### src/rtl/zeroriscy_defines.sv
// Shared constants and enums for the zero-riscy trap sequencer:
// PC mux selectors, exception vector selectors, mcause codes, FSM state and trap kind.
package zeroriscy_defines;

  localparam logic [2:0] PC_BOOT      = 3'b000;
  localparam logic [2:0] PC_EXCEPTION = 3'b100;
  localparam logic [2:0] PC_ERET      = 3'b101;

  localparam logic [1:0] EXC_PC_ILLINSN = 2'b00;
  localparam logic [1:0] EXC_PC_ECALL   = 2'b01;
  localparam logic [1:0] EXC_PC_IRQ     = 2'b11;

  localparam logic [5:0] EXC_CAUSE_NONE         = 6'h00;
  localparam logic [5:0] EXC_CAUSE_ILLEGAL_INSN = 6'h02;
  localparam logic [5:0] EXC_CAUSE_BREAKPOINT   = 6'h03;
  localparam logic [5:0] EXC_CAUSE_ECALL_MMODE  = 6'h0B;

  typedef enum logic [1:0] {
    ST_DECODE = 2'd0,
    ST_FLUSH  = 2'd1,
    ST_TRAP   = 2'd2,
    ST_RET    = 2'd3
  } trap_state_e;

  // The exception flavour is folded into the kind so TRAP can pick cause/vector directly.
  typedef enum logic [2:0] {
    KIND_NONE    = 3'd0,
    KIND_ILLEGAL = 3'd1,
    KIND_ECALL   = 3'd2,
    KIND_EBREAK  = 3'd3,
    KIND_MRET    = 3'd4,
    KIND_IRQ     = 3'd5
  } trap_kind_e;

  function automatic logic [5:0] irq_cause(input logic [4:0] id);
    return {1'b1, id};
  endfunction

endpackage

### src/rtl/zeroriscy_int_controller.sv
// Interrupt qualifier: gates irq_i with mstatus.MIE, holds the captured line id
// and drives the acknowledge pulse while the trap FSM is in TRAP for an IRQ.
module zeroriscy_int_controller
  import zeroriscy_defines::*;
(
  input  logic       clk,
  input  logic       rst_n,
  input  logic       irq_i,
  input  logic [4:0] irq_id_i,
  input  logic       m_irq_enable_i,
  input  logic       capture_i,
  input  logic       ack_i,
  output logic       irq_req_o,
  output logic [4:0] irq_id_q_o,
  output logic       irq_ack_o,
  output logic [4:0] irq_id_o
);

  logic [4:0] irq_id_q;
  logic [4:0] irq_id_d;

  assign irq_req_o = irq_i & m_irq_enable_i;

  // The id is latched at detection so a request dropped during FLUSH is still served.
  always_comb begin
    irq_id_d = irq_id_q;
    if (capture_i) begin
      irq_id_d = irq_id_i;
    end
  end

  always_ff @(posedge clk or negedge rst_n) begin
    if (!rst_n) begin
      irq_id_q <= 5'd0;
    end else begin
      irq_id_q <= irq_id_d;
    end
  end

  assign irq_id_q_o = irq_id_q;
  assign irq_ack_o  = ack_i;
  assign irq_id_o   = ack_i ? irq_id_q : 5'd0;

endmodule

### src/rtl/zeroriscy_trap_ctrl.sv
// Trap sequencer: detects exceptions, MRET and enabled interrupts in ID, stalls
// until the LSU drains, then issues one-cycle CSR save/restore strobes and PC controls.
module zeroriscy_trap_ctrl
  import zeroriscy_defines::*;
(
  input  logic       clk,
  input  logic       rst_n,
  input  logic       irq_i,
  input  logic [4:0] irq_id_i,
  input  logic       m_irq_enable_i,
  input  logic       instr_valid_i,
  input  logic       illegal_insn_i,
  input  logic       ecall_insn_i,
  input  logic       ebrk_insn_i,
  input  logic       mret_insn_i,
  input  logic       lsu_busy_i,
  output logic       halt_id_o,
  output logic       pc_set_o,
  output logic [2:0] pc_mux_o,
  output logic [1:0] exc_pc_mux_o,
  output logic [4:0] exc_vec_pc_mux_o,
  output logic       csr_save_cause_o,
  output logic       csr_save_if_o,
  output logic       csr_save_id_o,
  output logic       csr_restore_mret_o,
  output logic [5:0] csr_cause_o,
  output logic       irq_ack_o,
  output logic [4:0] irq_id_o
);

  trap_state_e state_q, state_d;
  trap_kind_e  kind_q, kind_d;

  logic       irq_req;
  logic [4:0] irq_id_q;
  logic       irq_capture;
  logic       irq_ack_req;
  logic       exc_detect;
  logic       mret_detect;

  assign exc_detect  = instr_valid_i & (illegal_insn_i | ecall_insn_i | ebrk_insn_i);
  assign mret_detect = instr_valid_i & mret_insn_i;
  assign irq_capture = (state_q == ST_DECODE) & ~exc_detect & ~mret_detect & irq_req;
  assign irq_ack_req = (state_q == ST_TRAP) & (kind_q == KIND_IRQ);

  zeroriscy_int_controller u_int_controller (
    .clk            (clk),
    .rst_n          (rst_n),
    .irq_i          (irq_i),
    .irq_id_i       (irq_id_i),
    .m_irq_enable_i (m_irq_enable_i),
    .capture_i      (irq_capture),
    .ack_i          (irq_ack_req),
    .irq_req_o      (irq_req),
    .irq_id_q_o     (irq_id_q),
    .irq_ack_o      (irq_ack_o),
    .irq_id_o       (irq_id_o)
  );

  always_ff @(posedge clk or negedge rst_n) begin
    if (!rst_n) begin
      state_q <= ST_DECODE;
      kind_q  <= KIND_NONE;
    end else begin
      state_q <= state_d;
      kind_q  <= kind_d;
    end
  end

  always_comb begin
    state_d            = state_q;
    kind_d             = kind_q;
    halt_id_o          = 1'b0;
    pc_set_o           = 1'b0;
    pc_mux_o           = PC_BOOT;
    exc_pc_mux_o       = EXC_PC_ILLINSN;
    exc_vec_pc_mux_o   = 5'd0;
    csr_save_cause_o   = 1'b0;
    csr_save_if_o      = 1'b0;
    csr_save_id_o      = 1'b0;
    csr_restore_mret_o = 1'b0;
    csr_cause_o        = EXC_CAUSE_NONE;

    unique case (state_q)
      ST_DECODE: begin
        if (exc_detect) begin
          halt_id_o = 1'b1;
          state_d   = ST_FLUSH;
          if (illegal_insn_i)    kind_d = KIND_ILLEGAL;
          else if (ecall_insn_i) kind_d = KIND_ECALL;
          else                   kind_d = KIND_EBREAK;
        end else if (mret_detect) begin
          halt_id_o = 1'b1;
          state_d   = ST_FLUSH;
          kind_d    = KIND_MRET;
        end else if (irq_req) begin
          halt_id_o = 1'b1;
          state_d   = ST_FLUSH;
          kind_d    = KIND_IRQ;
        end
      end

      ST_FLUSH: begin
        halt_id_o = 1'b1;
        if (!lsu_busy_i) begin
          state_d = (kind_q == KIND_MRET) ? ST_RET : ST_TRAP;
        end
      end

      ST_TRAP: begin
        halt_id_o        = 1'b1;
        pc_set_o         = 1'b1;
        pc_mux_o         = PC_EXCEPTION;
        csr_save_cause_o = 1'b1;
        state_d          = ST_DECODE;
        if (kind_q == KIND_IRQ) begin
          csr_save_if_o    = 1'b1;
          csr_cause_o      = irq_cause(irq_id_q);
          exc_pc_mux_o     = EXC_PC_IRQ;
          exc_vec_pc_mux_o = irq_id_q;
        end else begin
          csr_save_id_o = 1'b1;
          // Ebreak shares the illegal-instruction vector.
          unique case (kind_q)
            KIND_ECALL: begin
              csr_cause_o  = EXC_CAUSE_ECALL_MMODE;
              exc_pc_mux_o = EXC_PC_ECALL;
            end
            KIND_EBREAK: begin
              csr_cause_o  = EXC_CAUSE_BREAKPOINT;
              exc_pc_mux_o = EXC_PC_ILLINSN;
            end
            default: begin
              csr_cause_o  = EXC_CAUSE_ILLEGAL_INSN;
              exc_pc_mux_o = EXC_PC_ILLINSN;
            end
          endcase
        end
      end

      ST_RET: begin
        halt_id_o          = 1'b1;
        pc_set_o           = 1'b1;
        pc_mux_o           = PC_ERET;
        csr_restore_mret_o = 1'b1;
        state_d            = ST_DECODE;
      end

      default: begin
        state_d = ST_DECODE;
      end
    endcase
  end

endmodule

### config.mk
export PLATFORM = sky130hd
export DESIGN_NAME = zeroriscy_trap_ctrl
export DESIGN_NICKNAME = d
export VERILOG_FILES = /design/src/rtl/zeroriscy_defines.sv /design/src/rtl/zeroriscy_int_controller.sv /design/src/rtl/zeroriscy_trap_ctrl.sv
export SDC_FILE = /design/constraint.sdc
export NUM_CORES = 1
export LEC_CHECK = 0
export BUFFER_PORTS_ARGS = -buffer_cell sky130_fd_sc_hd__buf_2
export CORE_MARGIN = 5
export CORE_UTILIZATION = 43
export CTS_BUF_LIST = sky130_fd_sc_hd__clkbuf_16
export DETAILED_ROUTE_END_ITERATION = 8
export PLACE_DENSITY = 0.85
export RECOVER_POWER = 100
export SKIP_CTS_REPAIR_TIMING = 1
export SKIP_LAST_GASP = 1
export SYNTH_ARGS = -nofsm -noshare
export SYNTH_HDL_FRONTEND = slang
export SYNTH_SLANG_ARGS = --single-unit
### constraint.sdc
create_clock -name clk -period 2.5 [get_ports clk]
set_input_delay 0.5 -clock clk [delete_from_list [all_inputs] [get_ports clk]]
set_output_delay 0.5 -clock clk [all_outputs]
set_load 0.005 [all_outputs]
==> flow_metrics.py <==
metrics = {
    "power_and_ir_drop": {
        "p_switching_mw": 0.2843,
        "seq_power_share_pct": 35.8,
        "power_leakage_nw": 0.4364,
        "p_total_mw": 0.8841,
        "sw_frac_of_total_pct": 32.16,
        "p_clk_share_pct": 31.8,
        "ir_worst_vdd_mv": 0.4688,
        "pwr-share-comb_pct": 32.4,
        "p_per_area_mw_per_mm2": 1014,
        "p_int_mw": 0.5998,
    },
    "logic_synthesis": {
        "ys_ff_latch": 10,
        "yosys_warnings": 0,
        "synth.top_cells.by_area": "dfrtp_1 (38%), mux2_2 (10%), and2_1 (9.5%), buf_4 (9.1%), nor2_1 (4.0%)",
        "yosys.area.top_type": "dfrtp_1",
        "avgSynthCellArea_um2": 9.193,
        "synth_common_cells": "and2_1 (10), dfrtp_1 (10), buf_4 (8), nor2_1 (7), mux2_2 (6)",
        "synthFlopType": "dfrtp_1",
        "yosys.area.top_type_share_pct": 37.81,
        "synth-edff-count": 0,
        "yosysSeqAreaShare_pct": 37.81,
        "async_reset_ff_share_pct": 100.0,
        "synth.net_count": 87,
        "synth_cell_types": 24,
        "syn_area_um2": 661.9,
        "synth_cells": 72,
    },
    "sta": {
        "rsz0062_at_grt": "false",
        "setup_tns_ns": 0,
        "hold_viol_final": 0,
        "fmax_mhz": 446.2,
        "finClkSkew_ns": 0.003098,
        "post-route-period-util_pct": 89.64,
        "slew_headroom_pct": 62.95,
        "setup_viol": 0,
        "worstMarginPinSlew_ns": 0.5558,
        "slew_violations": 0,
        "setup_ws_ns": 0.2589,
        "post-route-min-period_ns": 2.241,
    },
    "final_layout": {
        "n_antenna_cell": 0,
        "drive_gt1_share_pct": 34.58,
        "area_delta_synth_final_pct": 31.76,
        "num-nets-final": 123,
    },
    "worst_hold_path": {
        "hold_path.class": "input pin to async pin",
    },
    "worst_setup_path": {
        "cp_data_required_time_ns": 2.00,
        "critPathTopFamily": "simple AND/OR/NAND/NOR gates",
        "setup.worst_path.class": "flop to output pin",
        "slowest_stage": "nor2_1",
        "worst_setup_path_end_kind": "output pin",
        "r2r_slack_ns": 1.03,
        "crit_arrival_ns": 1.74,
        "critPathLaunchType": "flop",
        "cp_num_buf_inv": 1,
        "path_cells": "nand2b_1 -> nor2_1 -> and2_1 -> clkbuf_1",
        "critPathMaxFanout": 14,
        "critPathMaxStageDelay_ns": 0.49,
    },
    "run_status": {
        "outcome": "finished clean",
    },
    "global_route": {
        "grt-ovfl-total": 0,
        "antenna_found_initial": 0,
        "grt_pass1_vias": 580,
        "grt_usage_pct": 13.27,
        "grt_pass1_wl_um": 2566,
        "grt_max_degree": 15,
    },
    "die": {
        "pin_count": 43,
        "die_w_um": 49.24,
        "coreArea_mm2": 0.001489,
        "num_rows": 14,
        "start_util_pct": 44.45,
        "die_y_um": 49.24,
        "die_area_mm2": 0.002424,
    },
    "drt": {
        "drcViolationCount": 0,
        "drtIter0Drc": 8,
        "vias_per_cell": 5.000,
        "drtPass1Iterations": 2,
        "vias": 615,
        "antenna_left": 0,
        "wl_per_cell_um": 12.36,
        "wirelength_um": 1520,
    },
    "clock_network": {
        "clock_latency_ns": 0.23,
        "numCtsBuffers": 3,
        "cts.sinks": 10,
        "path_clk_slew_ns": 0.04,
        "cts_tree": "yes",
        "htreeDepth": 1,
        "clock_path_buffers": 2,
        "cts_root_buffer": "clkbuf_16",
    },
    "placed_design": {
        "pre_cts_ws_ns": 0.4170,
        "gp_congestion": 0.7221,
        "dp_hpwl_um": 1230,
        "io_buffers": 41,
    },
    "job": {
        "drv_cap": 0,
    },
}
==> worst paths after layout <==
check	start	depth (start not counted)	end
setup reg to reg	state_q[1]$_DFFE_PN0P_	3	u_int_controller.irq_id_q_o[4]$_DFFE_PN0P_
hold reg to reg	u_int_controller.irq_id_q_o[2]$_DFFE_PN0P_	1	u_int_controller.irq_id_q_o[2]$_DFFE_PN0P_
min in group clk	lsu_busy_i	2	state_q[1]$_DFFE_PN0P_
setup / recovery	state_q[0]$_DFFE_PN0P_	4	exc_vec_pc_mux_o[2]
hold / removal	rst_n	1	u_int_controller.irq_id_q_o[1]$_DFFE_PN0P_
max in group asynchronous	rst_n	1	kind_q[1]$_DFFE_PN0P_
==> per-layer routing <==
layer	track usage, %	wire length [µm]
met1	15.60	571
met2	20.39	689
met3	7.339	243
met4	4.036	14
met5	0	0
==> power groups by stage <==
| stage | Clock (mW) | Sequential (mW) | Combinational, mW |
|---|---|---|---|
| global route | 0.296 | 0.332 | 0.331 |
| floorplan | 0 | 0.294 | 0.235 |
| detailed placement | 0 | 0.318 | 0.303 |
| CTS | 0.285 | 0.318 | 0.305 |
| finish | 0.281 | 0.316 | 0.287 |
| global placement | 0 | 0.310 | 0.297 |
==> state kept, by name, indices dropped and copies added, names as in the netlist <==
| signal | cells |
|---|---|
| kind_q | 3 |
| u_int_controller.irq_id_q_o | 5 |
| state_q | 2 |
==> logic make-up after synthesis <==
logic type | Yosys count | share of synthesized area, %
compound gates | 12 | 11.91
buf+inv | 13 | 11.91
flops | 10 | 37.81
mux | 6 | 10.21
other cells | 1 | 0.5666
simple gates | 30 | 27.60
==> layout by cell type (no fill, tap or decap), types with 3 or more instances in the layout <==
cell type / instances
mux2_2: 6
nor2b_1: 3
clkbuf_1: 13
a21oi_1: 5
buf_2: 27
and2_1: 7
clkbuf_16: 3
nor2_1: 7
dfrtp_1: 10
and2_0: 3
inv_1: 3
==> worst reg2reg max path, stage by stage, from the launching register on <==
cell	delay, ns
dfrtp_1	0.44
a211oi_1	0.23
nand4b_1	0.31
mux2_2	0.37
==> through the flow <==
| stage | instances | cell area (µm²) | util (%) | hold slack [ns] |
|---|---|---|---|---|
| finish | 123 | 872.1 | 58.57 | 0.2275 |
| global route | 123 | 872.1 | 58.57 | 0.2882 |
| CTS | 123 | 898.4 | 60.34 | 0.1270 |
| detailed placement | 119 | 819.5 | 55.04 | 0.3708 |
| global placement | 119 | 819.5 | 55.04 | 0.3642 |
| floorplan | 72 | 661.9 | - | 0.2044 |
==> final cells by class <==
type	count	area, µm²
clock buffers	3	75.07
clock inverters	1	3.754
fillers	144	616.8
inverters	3	11.26
multi-input cells	49	322.8
flip-flops and latches	10	250.2
well taps	16	20.02
repair buffers	41	188.9
(Power assumes the default switching activity.)
